## src/rtl/jtkicker_objscan.sv

```systemverilog
// jtkicker_objscan: per-line object table walker that issues sprite draw requests.
// Define JTKICKER_OBJLIMIT_EN to cap draws per line at MAX_LINE and flag ovf.
module jtkicker_objscan #(
  parameter int OBJ_N     = 24,
  parameter int OBJ_H     = 16,
  parameter int REV_SCAN  = 1,
  parameter int ADJ_SPLIT = 19,
  parameter int LARGE_ROM = 0,
  parameter int MAX_LINE  = 16,
  localparam int VW = $clog2(OBJ_H),
  localparam int AW = $clog2(OBJ_N) + 1
)(
  input  logic          clk,
  input  logic          rst,
  input  logic          cen,
  input  logic          hinit,
  input  logic [7:0]    vrender,
  input  logic          flip,
  output logic [AW-1:0] tbl_addr,
  input  logic [7:0]    tbl_lo,
  input  logic [7:0]    tbl_hi,
  input  logic          dr_busy,
  output logic          dr_start,
  output logic [8:0]    dr_code,
  output logic [7:0]    dr_xpos,
  output logic [7:0]    dr_attr,
  output logic [VW-1:0] dr_v,
  output logic          scan_busy,
  output logic          ovf
);
  localparam int IW = AW - 1;
  localparam logic [IW-1:0] FIRST = REV_SCAN != 0 ? IW'(OBJ_N - 1) : '0;
  localparam logic [IW-1:0] LAST  = REV_SCAN != 0 ? '0 : IW'(OBJ_N - 1);
`ifdef JTKICKER_OBJLIMIT_EN
  localparam bit LIM_EN = 1'b1;
`else
  localparam bit LIM_EN = 1'b0;
`endif
  typedef enum logic [1:0] {IDLE, ATTR, CODE, GAP} state_t;
  state_t        r_st;
  logic [IW-1:0] r_idx;
  logic          r_byte, r_hin_l, r_hinit_x;
  logic [6:0]    r_cnt;
  logic [7:0]    w_vrf, w_dry, w_ydiff;
  logic          w_adj, w_inzone, w_lim;
  assign w_vrf    = vrender ^ {8{flip}};
  assign w_adj    = REV_SCAN != 0 ? 32'(r_idx) < ADJ_SPLIT : 32'(r_idx) > ADJ_SPLIT;
  assign w_dry    = ~tbl_lo + (w_adj ? (flip ? 8'hFF : 8'h01) : 8'h00);
  // 9-bit upper bound so objects straddling line 255 never wrap onto line 0
  assign w_inzone = w_dry >= w_vrf && {1'b0, w_dry} < {1'b0, w_vrf} + 9'(OBJ_H);
  assign w_ydiff  = w_vrf - w_dry - 8'd1;
  assign w_lim    = LIM_EN && 32'(r_cnt) >= MAX_LINE;
  assign tbl_addr  = {r_idx, r_byte};
  assign scan_busy = r_st != IDLE;
  always_ff @(posedge clk) begin
    if (rst) begin
      r_st      <= IDLE;
      r_idx     <= '0;
      r_byte    <= 1'b0;
      r_hin_l   <= 1'b0;
      r_hinit_x <= 1'b0;
      r_cnt     <= '0;
      dr_start  <= 1'b0;
      ovf       <= 1'b0;
      dr_code   <= '0;
      dr_xpos   <= '0;
      dr_attr   <= '0;
      dr_v      <= '0;
    end else begin
      r_hin_l <= hinit;
      if (hinit && !r_hin_l) r_hinit_x <= 1'b1;
      else if (cen) r_hinit_x <= 1'b0;
      if (cen) begin
        dr_start <= 1'b0;
        if (r_hinit_x) begin
          r_st   <= ATTR;
          r_idx  <= FIRST;
          r_byte <= 1'b0;
          r_cnt  <= '0;
          ovf    <= 1'b0;
        end else case (r_st)
          ATTR: if (!dr_busy) begin
            dr_xpos <= tbl_hi;
            dr_attr <= tbl_lo;
            r_byte  <= 1'b1;
            r_st    <= CODE;
          end
          CODE: begin
            dr_code <= {LARGE_ROM != 0 && dr_attr[0], tbl_hi};
            dr_v    <= w_ydiff[VW-1:0];
            r_idx   <= REV_SCAN != 0 ? r_idx - IW'(1) : r_idx + IW'(1);
            r_byte  <= 1'b0;
            if (w_inzone && !w_lim) begin
              dr_start <= 1'b1;
              r_cnt    <= r_cnt + 7'd1;
            end
            if (w_inzone && w_lim) ovf <= 1'b1;
            r_st <= r_idx == LAST ? IDLE : GAP;
          end
          GAP: r_st <= ATTR;
          default: ;
        endcase
      end
    end
  end
endmodule
```

## config.mk

```make
export PLATFORM = sky130hd
export DESIGN_NAME = jtkicker_objscan
export DESIGN_NICKNAME = d
export VERILOG_FILES = /design/src/rtl/jtkicker_objscan.sv
export SDC_FILE = /design/constraint.sdc
export NUM_CORES = 1
export LEC_CHECK = 0
export CAP_MARGIN = 20
export CORE_UTILIZATION = 52
export CTS_CLUSTER_SIZE = 30
export DETAILED_ROUTE_END_ITERATION = 10
export HOLD_SLACK_MARGIN = 0.12
export PLACE_DENSITY = 0.86
export SKIP_CTS_REPAIR_TIMING = 1
export SYNTH_ARGS = -nofsm -noshare
export SYNTH_HDL_FRONTEND = slang
export SYNTH_SLANG_ARGS = --single-unit
```

## constraint.sdc

```tcl
create_clock -name clk -period 7.6 [get_ports clk]
set_input_delay 1.14 -clock clk [delete_from_list [all_inputs] [get_ports clk]]
set_output_delay 1.14 -clock clk [all_outputs]
set_load 0.05 [all_outputs]
```

==> flow_summary.yaml <==
sta:
  tns_ns: 0
  finalCritPeriodShare: 0.6005
  slew_headroom: 0.5543
  fin_crit_ns: 4.564
  rsz0062_at_grt: "no"
  skew_ns: 0.005647
  hold_ws_ns: 0.4581
  setup_violations: 0
  fmax_ghz: 0.2191
  slew_violations: 0
  worst_pin_slew_ns: 0.6665
  hold_viol: 0
detailed_routing:
  routed_wl_mm: 5.503
  first_iter_violations: 153
  viasPerCell: 5.221
  via_count: 2198
  wire_per_inst_um: 13.07
  drtPass1Iterations: 4
  drcViolationCount: 0
  ant_nets: 0
cells_and_area:
  nNetsFinal: 426
  syn_to_final_growth_pct: 30.45
  ff_latch_area_um2: 780.7
  final_common_cell: "nand2_1"
  n_fill_cell: 361
  diodes: 0
  drive_above_1_share: 0.03794
  mostFrequentLayoutCells: "66 x nand2_1, 65 x clkdlybuf4s50_1, 44 x a21oi_1"
  multi_input_area_um2: 1468
  final_cell_count_no_fill: 421
floorplan:
  die_h_um: 70.11
  rows: 24
  initial_core_util: 0.5465
  die_x_um: 70.11
  io_pins: 68
  die-area_um2: 4915
  fp.coreArea_um2: 4414
synth:
  ys_top_cells_by_area: "dfxtp_1 32%, ha_1 13%, nand2_1 10%"
  synth_edf_count: 0
  synth_top_area_share: 0.3237
  synth_cell_types: 43
  synth_top_cell_by_area: "dfxtp_1"
  yosys_register_bits: 39
  synthFlopType: "dfxtp_1"
  yosysSeqAreaShare: 0.3237
  syn_avg_cell_area_um2: 7.782
  synthCells: 310
  syn_area_um2: 2412
  synth-async-reset-ratio: 0
  synth_warnings: 0
cts:
  clock-sinks: 39
  cts_buffers: 5
  cts_tree: "done"
  cts-htree-levels: 2
  clock_latency_ns: 0.30
  path_clk_slew_ns: 0.08
  clockBufferDepth: 2
  ctsRootBufferMaster: "clkbuf_8"
global_route:
  grt_use_total: 0.2427
  grt_max_degree: 41
  globalRouteOverflowTotal: 0
  grt_pass1_vias: 2134
  grt_pass1_wl_mm: 9.556
  antenna_found_initial: 0
critical_path:
  crit_fanout: 11
  critPathRequiredTime_ns: 7.79
  critPathCaptureType: "flop"
  critical_path_class: "in -> reg"
  cp-start-kind: "input port"
  arrival_ns: 4.76
run_status:
  status: "completed"
hold_path:
  worstHoldPathType: "reg -> reg"
placement:
  dpl.cell_count: 413
  io_buffer_count: 65
  place_congestion: 0.8842
  dp_hpwl_mm: 4.140
flow_run:
  cap_viol_max_count: 0
power:
  cellLeakagePower_uw: 0.001268
  peakVddDrop_mv: 0.1416
  power.density_nw_per_um2: 180.6
[layer usage]
metal,global-route usage,vias up,wire [µm]
met5,0,-,0
met4,0.06667,0,52
met3,0.08081,6,397
met2,0.4071,66,2544
met1,0.2969,984,2509
li1,-,1142,-
[final cells by class]
cell class,instances,area share
multi-input combinational,232,0.4664
sequential,39,0.2481
timing repair buffer,66,0.2091
inverter,24,0.02863
clock buffer,6,0.02306
tap,52,0.02068
clock inverter,2,0.003976
[synthesized netlist by cell type (3+ instances only)]
cell      count
and3_1        3
xnor2_1      11
buf_4         3
nor2b_1       3
a211oi_1      3
o21ai_0       7
buf_2         5
dfxtp_1      39
a21o_1        5
o21ai_1       3
nand2_1      66
ha_1         26
clkbuf_1      8
nand3_1       4
nand2b_1      4
a21oi_1      44
inv_1        23
nor2_1       16
xor2_1        8
[critical path: stages]
cell and delay [ns]:
clkdlybuf4s50_1 0.84, nand2_1 0.25, inv_1 0.25, ha_1 0.27, a21o_1 0.15, a21oi_1 0.21, o21ai_1 0.14, a21o_1 0.19
a21oi_1 0.17, xnor2_1 0.18, ha_1 0.28, and3_1 0.19, o2111ai_1 0.08, o211ai_1 0.14, a32o_1 0.27
[power by group]
part | internal [µW] | total (µW) | switching (µW)
Sequential | 213 | 221 | 7.54
Combinational | 88.1 | 209 | 121
Clock | 64.1 | 139 | 74.5
Total | 365 | 568 | 203
[kinds of logic (layout without fill, tap and decap cells)]
kind of cell | Yosys count | in the layout | share of synthesized area
buffers and inverters | 40 | 98 | 0.06950
other | 1 | 2 | 0.001555
adders and majority gates | 28 | 28 | 0.1515
DFF | 39 | 39 | 0.3237
AOI/OAI and AO/OA | 72 | 72 | 0.1717
xor gates and xnor gates | 20 | 20 | 0.07573
muxes | 1 | 1 | 0.004668
and+or+nand+nor | 109 | 109 | 0.2018
[sequential cells by signal (all words and copies together), names as in the netlist]
signal	count
dr_attr	8
dr_code	8
dr_xpos	8
r_idx	5
dr_v	4
r_st	2
dr_start	1
r_byte	1
r_hin_l	1
r_hinit_x	1
[worst paths after layout]
| kind | start | cells past startpoint | slack [ns] | end |
|---|---|---|---|---|
| min | dr_v[3]$_SDFFE_PP0P_ | 2 | 0.46 | dr_v[3]$_SDFFE_PP0P_ |
| max reg2reg | r_idx[0]$_SDFFE_PP0P_ | 17 | 4.09 | dr_start$_SDFFE_PP0P_ |
| min reg2reg | dr_v[3]$_SDFFE_PP0P_ | 2 | 0.46 | dr_v[3]$_SDFFE_PP0P_ |
| max | flip | 15 | 3.04 | dr_start$_SDFFE_PP0P_ |
[through the flow]
stage	utilization	power, µW	setup slack [ns]	area, µm²
after detailed placement	0.6936	432.3	2.740	3062
final	0.7129	568.3	3.036	3147
after global placement	0.6936	425.1	2.888	3062
after CTS	0.7129	571.0	3.053	3147
after floorplan	-	373.9	3.761	2416
after global routing	0.7129	603.9	2.737	3147
Note: power is estimated with default switching activity, not from simulation.
